File: src/rtl/cpu_pkg.sv
// -----------------------------------------------------------------------------
// cpu_pkg
// Shared definitions for the EX-stage branch path (ALU and branch_resolver).
//   XLEN         : datapath width
//   BT_*         : ALU branch_taken codes (3 bits, codes 4-7 are reserved)
//   ST_*         : branch_resolver state encoding (exposed on its debug port)
//   bt_is_taken  : true for the three redirecting codes
// -----------------------------------------------------------------------------
package cpu_pkg;

    localparam int XLEN = 32;

    localparam logic [2:0] BT_NONE   = 3'd0;
    localparam logic [2:0] BT_BRANCH = 3'd1;
    localparam logic [2:0] BT_JAL    = 3'd2;
    localparam logic [2:0] BT_JALR   = 3'd3;

    localparam logic [1:0] ST_IDLE     = 2'd0;
    localparam logic [1:0] ST_WAIT     = 2'd1;
    localparam logic [1:0] ST_RESOLVE  = 2'd2;
    localparam logic [1:0] ST_REDIRECT = 2'd3;

    function automatic logic bt_is_taken(input logic [2:0] code);
        return (code == BT_BRANCH) || (code == BT_JAL) || (code == BT_JALR);
    endfunction

endpackage

File: src/rtl/branch_resolver_if.sv
// -----------------------------------------------------------------------------
// branch_resolver_if
// Redirect handshake between branch_resolver (master) and fetch (slave).
//   redirect_valid : master -> slave, redirect_pc is meaningful
//   redirect_pc    : master -> slave, new fetch address
//   redirect_ack   : slave -> master, fetch accepts redirect_pc
//
// Handshake: the master raises redirect_valid with redirect_pc and holds both
// stable until it samples redirect_ack high on a rising clock edge; valid drops
// in the cycle after that edge. The slave may raise ack in the very cycle valid
// first appears. Ack while valid is low has no effect.
// -----------------------------------------------------------------------------
interface branch_resolver_if
    import cpu_pkg::*;
#(
    parameter int XLEN = cpu_pkg::XLEN
);
    logic            redirect_valid;
    logic [XLEN-1:0] redirect_pc;
    logic            redirect_ack;

    modport master (
        output redirect_valid,
        output redirect_pc,
        input  redirect_ack
    );

    modport slave (
        input  redirect_valid,
        input  redirect_pc,
        output redirect_ack
    );
endinterface

File: src/rtl/branch_resolver_target_calc.sv
// -----------------------------------------------------------------------------
// branch_target_calc
// Combinational redirect target: pc+imm for branches/JAL, (rs1+imm) with bit 0
// cleared for JALR. Addition wraps at XLEN bits.
//   code_i     : ALU branch_taken code
//   pc_i       : latched PC
//   imm_i      : latched immediate
//   rs1_i      : latched rs1
//   target_o   : computed target
//   taken_o    : code redirects (1/2/3)
//   reserved_o : code is 4-7
//   misalign_o : taken and target bit 1 set (checked after the JALR bit-0 clear)
// -----------------------------------------------------------------------------
module branch_target_calc
    import cpu_pkg::*;
#(
    parameter int XLEN = cpu_pkg::XLEN
) (
    input  logic [2:0]      code_i,
    input  logic [XLEN-1:0] pc_i,
    input  logic [XLEN-1:0] imm_i,
    input  logic [XLEN-1:0] rs1_i,
    output logic [XLEN-1:0] target_o,
    output logic            taken_o,
    output logic            reserved_o,
    output logic            misalign_o
);
    logic [XLEN-1:0] base;
    logic [XLEN-1:0] sum;

    always_comb begin
        base     = (code_i == BT_JALR) ? rs1_i : pc_i;
        sum      = base + imm_i;
        target_o = sum;
        if (code_i == BT_JALR) begin
            target_o[0] = 1'b0;
        end
        taken_o    = bt_is_taken(code_i);
        reserved_o = code_i[2];
        misalign_o = taken_o & target_o[1];
    end
endmodule

File: src/rtl/branch_resolver.sv
// -----------------------------------------------------------------------------
// branch_resolver
// EX-stage branch resolution. Latches pc/imm/rs1 on tick_idex, waits
// SETTLE_CYCLES for the ALU's registered branch_taken, then either redirects
// fetch (with a flush pulse), raises a misalignment exception, or returns idle.
//   clk, rst_n     : clock, asynchronous active-low reset
//   tick_idex      : ID/EX advance strobe
//   pc, imm, rs1   : operands of the instruction entering EX
//   branch_taken   : ALU resolution code (see cpu_pkg BT_*)
//   busy           : registered, high whenever the state is not IDLE
//   flush          : one-cycle pulse alongside a new redirect
//   misalign_exc   : one-cycle pulse, taken target has bit 1 set
//   misalign_addr  : last misaligned target, held
//   proto_err      : sticky until reset; tick in REDIRECT or reserved code
//   dbg_state_o    : current FSM state (cpu_pkg ST_*)
//   redir          : redirect handshake towards fetch
// SETTLE_CYCLES must be at least 1.
// -----------------------------------------------------------------------------
module branch_resolver
    import cpu_pkg::*;
#(
    parameter int XLEN          = cpu_pkg::XLEN,
    parameter int SETTLE_CYCLES = 3
) (
    input  logic              clk,
    input  logic              rst_n,
    input  logic              tick_idex,
    input  logic [XLEN-1:0]   pc,
    input  logic [XLEN-1:0]   imm,
    input  logic [XLEN-1:0]   rs1,
    input  logic [2:0]        branch_taken,
    output logic              busy,
    output logic              flush,
    output logic              misalign_exc,
    output logic [XLEN-1:0]   misalign_addr,
    output logic              proto_err,
    output logic [1:0]        dbg_state_o,
    branch_resolver_if.master redir
);
    localparam int CNT_W = (SETTLE_CYCLES > 1) ? $clog2(SETTLE_CYCLES) : 1;
    localparam logic [CNT_W-1:0] CNT_LOAD = CNT_W'(SETTLE_CYCLES - 1);

    logic [1:0]      state_q, state_d;
    logic [CNT_W-1:0] cnt_q, cnt_d;
    logic [XLEN-1:0] pc_q, pc_d;
    logic [XLEN-1:0] imm_q, imm_d;
    logic [XLEN-1:0] rs1_q, rs1_d;
    logic            busy_q, busy_d;
    logic            valid_q, valid_d;
    logic [XLEN-1:0] rpc_q, rpc_d;
    logic            flush_q, flush_d;
    logic            mis_q, mis_d;
    logic [XLEN-1:0] maddr_q, maddr_d;
    logic            perr_q, perr_d;

    logic [XLEN-1:0] target;
    logic            taken;
    logic            reserved;
    logic            misalign;

    branch_target_calc #(.XLEN(XLEN)) u_calc (
        .code_i     (branch_taken),
        .pc_i       (pc_q),
        .imm_i      (imm_q),
        .rs1_i      (rs1_q),
        .target_o   (target),
        .taken_o    (taken),
        .reserved_o (reserved),
        .misalign_o (misalign)
    );

    always_comb begin
        state_d = state_q;
        cnt_d   = cnt_q;
        pc_d    = pc_q;
        imm_d   = imm_q;
        rs1_d   = rs1_q;
        valid_d = valid_q;
        rpc_d   = rpc_q;
        flush_d = 1'b0;
        mis_d   = 1'b0;
        maddr_d = maddr_q;
        perr_d  = perr_q;

        case (state_q)
            ST_IDLE: begin
                if (tick_idex) begin
                    pc_d    = pc;
                    imm_d   = imm;
                    rs1_d   = rs1;
                    cnt_d   = CNT_LOAD;
                    state_d = ST_WAIT;
                end
            end
            ST_WAIT: begin
                // A new instruction supersedes the one still settling.
                if (tick_idex) begin
                    pc_d  = pc;
                    imm_d = imm;
                    rs1_d = rs1;
                    cnt_d = CNT_LOAD;
                end else if (cnt_q == '0) begin
                    state_d = ST_RESOLVE;
                end else begin
                    cnt_d = cnt_q - CNT_W'(1);
                end
            end
            ST_RESOLVE: begin
                state_d = ST_IDLE;
                if (reserved) begin
                    perr_d = 1'b1;
                end else if (taken) begin
                    if (misalign) begin
                        mis_d   = 1'b1;
                        maddr_d = target;
                    end else begin
                        valid_d = 1'b1;
                        rpc_d   = target;
                        flush_d = 1'b1;
                        state_d = ST_REDIRECT;
                    end
                end
            end
            ST_REDIRECT: begin
                if (tick_idex) begin
                    perr_d = 1'b1;
                end
                if (redir.redirect_ack) begin
                    valid_d = 1'b0;
                    state_d = ST_IDLE;
                end
            end
            default: begin
                state_d = ST_IDLE;
            end
        endcase

        busy_d = (state_d != ST_IDLE);
    end

    always_ff @(posedge clk or negedge rst_n) begin
        if (!rst_n) begin
            state_q <= ST_IDLE;
            cnt_q   <= '0;
            pc_q    <= '0;
            imm_q   <= '0;
            rs1_q   <= '0;
            busy_q  <= 1'b0;
            valid_q <= 1'b0;
            rpc_q   <= '0;
            flush_q <= 1'b0;
            mis_q   <= 1'b0;
            maddr_q <= '0;
            perr_q  <= 1'b0;
        end else begin
            state_q <= state_d;
            cnt_q   <= cnt_d;
            pc_q    <= pc_d;
            imm_q   <= imm_d;
            rs1_q   <= rs1_d;
            busy_q  <= busy_d;
            valid_q <= valid_d;
            rpc_q   <= rpc_d;
            flush_q <= flush_d;
            mis_q   <= mis_d;
            maddr_q <= maddr_d;
            perr_q  <= perr_d;
        end
    end

    assign busy                 = busy_q;
    assign flush                = flush_q;
    assign misalign_exc         = mis_q;
    assign misalign_addr        = maddr_q;
    assign proto_err            = perr_q;
    assign dbg_state_o          = state_q;
    assign redir.redirect_valid = valid_q;
    assign redir.redirect_pc    = rpc_q;
endmodule

File: src/flat_wrapper.sv
// flat-port wrapper written by rule: the top's interface ports become plain ports
module branch_resolver_flat import cpu_pkg::*;
#(
    parameter int XLEN          = cpu_pkg::XLEN,
    parameter int SETTLE_CYCLES = 3
)
  (clk, rst_n, tick_idex, pc, imm, rs1, branch_taken, busy, flush, misalign_exc, misalign_addr, proto_err, dbg_state_o, redir_redirect_valid, redir_redirect_pc, redir_redirect_ack);
  branch_resolver_if #(.XLEN(XLEN)) redir_i ();
  input  logic clk;
  input  logic rst_n;
  input  logic tick_idex;
  input  logic [XLEN-1:0] pc;
  input  logic [XLEN-1:0] imm;
  input  logic [XLEN-1:0] rs1;
  input  logic [2:0] branch_taken;
  output logic busy;
  output logic flush;
  output logic misalign_exc;
  output logic [XLEN-1:0] misalign_addr;
  output logic proto_err;
  output logic [1:0] dbg_state_o;
  output wire logic [$bits(redir_i.redirect_valid)-1:0] redir_redirect_valid;
  output wire logic [$bits(redir_i.redirect_pc)-1:0] redir_redirect_pc;
  input wire logic [$bits(redir_i.redirect_ack)-1:0] redir_redirect_ack;
  assign redir_redirect_valid = redir_i.redirect_valid;
  assign redir_redirect_pc = redir_i.redirect_pc;
  assign redir_i.redirect_ack = redir_redirect_ack;
  branch_resolver #(.XLEN(XLEN), .SETTLE_CYCLES(SETTLE_CYCLES)) u_core (.clk(clk), .rst_n(rst_n), .tick_idex(tick_idex), .pc(pc), .imm(imm), .rs1(rs1), .branch_taken(branch_taken), .busy(busy), .flush(flush), .misalign_exc(misalign_exc), .misalign_addr(misalign_addr), .proto_err(proto_err), .dbg_state_o(dbg_state_o), .redir(redir_i));
endmodule
File: config.mk
export PLATFORM = sky130hd
export DESIGN_NAME = branch_resolver_flat
export DESIGN_NICKNAME = d
export VERILOG_FILES = /design/src/rtl/cpu_pkg.sv /design/src/rtl/branch_resolver_if.sv /design/src/rtl/branch_resolver_target_calc.sv /design/src/rtl/branch_resolver.sv /design/src/flat_wrapper.sv
export SDC_FILE = /design/constraint.sdc
export NUM_CORES = 1
export LEC_CHECK = 0
export ABC_AREA = 0
export CAP_MARGIN = 20
export CELL_PAD_IN_SITES_DETAIL_PLACEMENT = 1
export CELL_PAD_IN_SITES_GLOBAL_PLACEMENT = 1
export CORE_MARGIN = 10
export CORE_UTILIZATION = 44
export DETAILED_ROUTE_END_ITERATION = 16
export PLACE_DENSITY = 0.93
export SETUP_SLACK_MARGIN = 0.4
export SLEW_MARGIN = 20
export SYNTH_ARGS = -nofsm -noshare
export SYNTH_HDL_FRONTEND = slang
export SYNTH_SLANG_ARGS = --single-unit
export TNS_END_PERCENT = 5
File: constraint.sdc
create_clock -name clk -period 5 [get_ports clk]
set_input_delay 1 -clock clk [delete_from_list [all_inputs] [get_ports clk]]
set_output_delay 1 -clock clk [all_outputs]
set_load 0.02 [all_outputs]
==> flow_metrics.env <==
export IMPL_outcome="finished clean"
export IMPL_nFillCells=2037
export IMPL_grt_pass1_vias=7650
export IMPL_holdPathEnd="u_core.misalign_addr[1]"
export IMPL_synth_area_um2=8670
export IMPL_yosysUniqueCellTypes=56
export IMPL_worst_pin_slew_ns=0.909
export IMPL_synth_ff_latch_count=169
export IMPL_r2r_end="u_core.misalign_addr[14]"
export IMPL_critPathLaunchType="input pin"
export IMPL_drtIter0Drc=412
export IMPL_clockRootBuffer="clkbuf_16"
export IMPL_io_buffers=173
export IMPL_synth_simple_area_share_pct=12.0
export IMPL_fmax_ghz=0.237
export IMPL_yosysMostFrequentCell="dfrtp_1"
export IMPL_synthTopCellsByCount="169 x dfrtp_1, 143 x mux2_2, 88 x nand2_1, 40 x nor2_1"
export IMPL_grt_pass1_wl_um=43700
export IMPL_cts_setup_buffers=0
export IMPL_power_density_nw_per_um2=568
export IMPL_period_needed_ns=4.22
export IMPL_setup_viol=0
export IMPL_synth_top_cell_by_area="dfrtp_1"
export IMPL_cts_made_buffers=17
export IMPL_ff2ff_setup_slack_ns=1.95
export IMPL_cts_tree="yes"
export IMPL_ir_drop_mv=0.255
export IMPL_synth_area_top_cells="dfrtp_1 49%, mux2_2 19%, ha_1 4.8%"
export IMPL_async_flop_share_pct=100
export IMPL_die_area_um2=25700
export IMPL_wirelength_um=27700
export IMPL_synth_xor_area_share_pct=1.72
export IMPL_drc=0
export IMPL_numClockSinks=169
export IMPL_via_per_inst=5.64
export IMPL_yosysSeqAreaShare_pct=48.8
export IMPL_synthAdderAreaFrac_pct=4.99
export IMPL_row_count=51
export IMPL_slew_limit_headroom_pct=39.4
export IMPL_crit_fanout=33
export IMPL_overflow=0
export IMPL_die_height_um=160
export IMPL_synth_top_family_by_area="multiplexers"
export IMPL_grt_max_degree=114
export IMPL_skew_ns=0.0128
export IMPL_min_path_type="flop to flop"
export IMPL_synth_ff_type="dfrtp_1"
export IMPL_areaGrowthSynthToFinish_pct=30.4
export IMPL_final_layout_size_suffix_gt1_share_pct=20.4
export IMPL_core_um2=19400
export IMPL_synthCells=782
export IMPL_synth_compound_area_share_pct=10.7
export IMPL_worstSetupPathType="input pin to flop"
export IMPL_clk_latency_ns=0.44
export IMPL_drv_cap=0
export IMPL_fin_crit_sh_pct=84.5
export IMPL_synth_edff_count=0
export IMPL_hold_buffers=0
export IMPL_ys_warnings_count=0
export IMPL_track_usage_pct=21.2
export IMPL_clk_path_buf_depth=2
export IMPL_drt_wirelength_per_cell_um=22.6
export IMPL_die_w_um=160
export IMPL_hold_violations=0
export IMPL_firstDrtPassIters=5
export IMPL_vias=6916
export IMPL_finalInstanceArea_um2=11300
export IMPL_path_clk_slew_ns=0.06
export IMPL_netlist_area_leader_share_pct=48.8
export IMPL_place_area_um2=10700
export IMPL_worst_setup_path_end_kind="flop"
export IMPL_holdCritStartpoint="u_core.misalign_addr[1]"
export IMPL_start_util_pct=44.7
export IMPL_diodes=0
export IMPL_cp_arrival_ns=4.54
export IMPL_gp_congestion=0.877
export IMPL_r2r_cells=9
export IMPL_ioPinCount=174
export IMPL_ctsResizeCount=0
export IMPL_dp_cells=1196
export IMPL_final_antenna_net_count=0
export IMPL_h_tree_depth=4
export IMPL_setup_tns_ns=0
export IMPL_grt_setup_unrepaired="false"
export IMPL_syn_num_nets=919
export IMPL_synth_mux_area_fraction_pct=19.5
export IMPL_hold_depth=1
export IMPL_multi_input_area_um2=4250
export IMPL_r2r_start="u_core.rs1_q[5]"
export IMPL_p_leak_nw=4.94
export IMPL_synth_area_per_cell_um2=11.1
export IMPL_maxSlewViolCount=0
export IMPL_worstPathRequired_ns=5.32
export IMPL_instances_no_fill=1227
export IMPL_place_hpwl_um=20200
export IMPL_seqCellArea_um2=4230
export IMPL_antenna_found_initial=0
export IMPL_finalNetCount=1087
-- final cells by class --
type	instances	share of cell area [%]
multi-input cells	561	37.6
well taps	265	2.93
inverters	15	0.498
clock buffers	21	4.07
flip-flops and latches	169	37.4
clock inverters	10	1.06
repair buffers	186	16.4
-- worst max-delay path, stage by stage --
cell and delay [ns]:
clkdlybuf4s50_1 0.49, nand3b_1 0.17, buf_12 0.25, mux2_2 0.38
ha_1 0.39, and2_4 0.19, a221oi_2 0.33, a21oi_2 0.17
o311ai_1 0.56, nand2_1 0.14, xor2_1 0.19, mux2_2 0.28
-- placed cells by master (no fill, tap or decap), types with 7 or more instances in the layout --
cell / synthesis / final
a211o_1: 8 / 8
o31ai_1: 11 / 11
nor3_1: 9 / 9
a21o_1: 15 / 15
clkbuf_16: 0 / 17
inv_1: 15 / 15
nand4_1: 16 / 16
nor2_1: 40 / 40
xor2_1: 7 / 7
a21oi_1: 33 / 33
buf_4: 0 / 11
mux2i_1: 8 / 8
dfrtp_1: 169 / 169
mux2_2: 143 / 143
and3_1: 8 / 8
clkdlybuf4s50_1: 0 / 172
xnor2_1: 10 / 10
nand3_1: 21 / 21
ha_1: 33 / 33
o21ai_0: 28 / 28
nand2_1: 88 / 88
-- through the flow --
stage | power, W | util [%] | hold slack [ns] | setup WS (ns)
3_3_place_gp | 0.00489 | 55.3 | 0.442 | 0.518
4_1_cts | 0.00644 | 58.3 | 0.485 | 0.832
2_1_floorplan | 0.00385 | - | 0.475 | 1.15
3_5_place_dp | 0.00504 | 55.3 | 0.469 | 0.451
6_report | 0.00643 | 58.3 | 0.479 | 0.775
5_1_grt | 0.00678 | 58.3 | 0.504 | 0.591
-- sequential cells by signal, summed over array words and instances (netlist names) --
register and flops:
u_core.flush 1, u_core.misalign_exc 1, u_core.proto_err 1, u_core.busy 1, u_core.redir.redirect_valid 1, u_core.rs1_q 32
u_core.cnt_q 2, u_core.pc_q 32, u_core.dbg_state_o 2, u_core.misalign_addr 32, u_core.imm_q 32, u_core.redir.redirect_pc 32
-- worst max-delay path by stage --
stage,startpoint,cells past startpoint,slack [ns],end
floorplan,branch_taken[2],12,1.15,u_core.misalign_addr[26]
global placement,branch_taken[2],12,0.52,u_core.redir.redirect_pc[26]
CTS,branch_taken[2],12,0.83,u_core.misalign_addr[14]
finish,branch_taken[2],12,0.78,u_core.misalign_addr[14]
detailed placement,branch_taken[2],12,0.45,u_core.redir.redirect_pc[14]
global route,branch_taken[2],12,0.59,u_core.redir.redirect_pc[25]
-- report_power, final --
| group | switching [W] | internal (W) |
|---|---|---|
| Combinational | 0.00172 | 0.00132 |
| Sequential | 0.000263 | 0.00178 |
| Clock | 0.000581 | 0.000762 |
| Total | 0.00256 | 0.00387 |
-- cells by family after synthesis --
logic type / Yosys count
mux: 151
compound gates: 140
xor+xnor: 17
simple gates: 219
flops: 169
fa+ha+maj: 34
buf+inv: 52
-- metal layers --
layer  wire length (um)  up-vias  global-route usage (%)
met2              13900      201                    36.5
met4                519        0                    6.05
met5                  0        -                       0
met1              12000     3527                    25.8
met3               1350       40                    5.11
li1                   -     3148                       -
(Power assumes the default switching activity.)
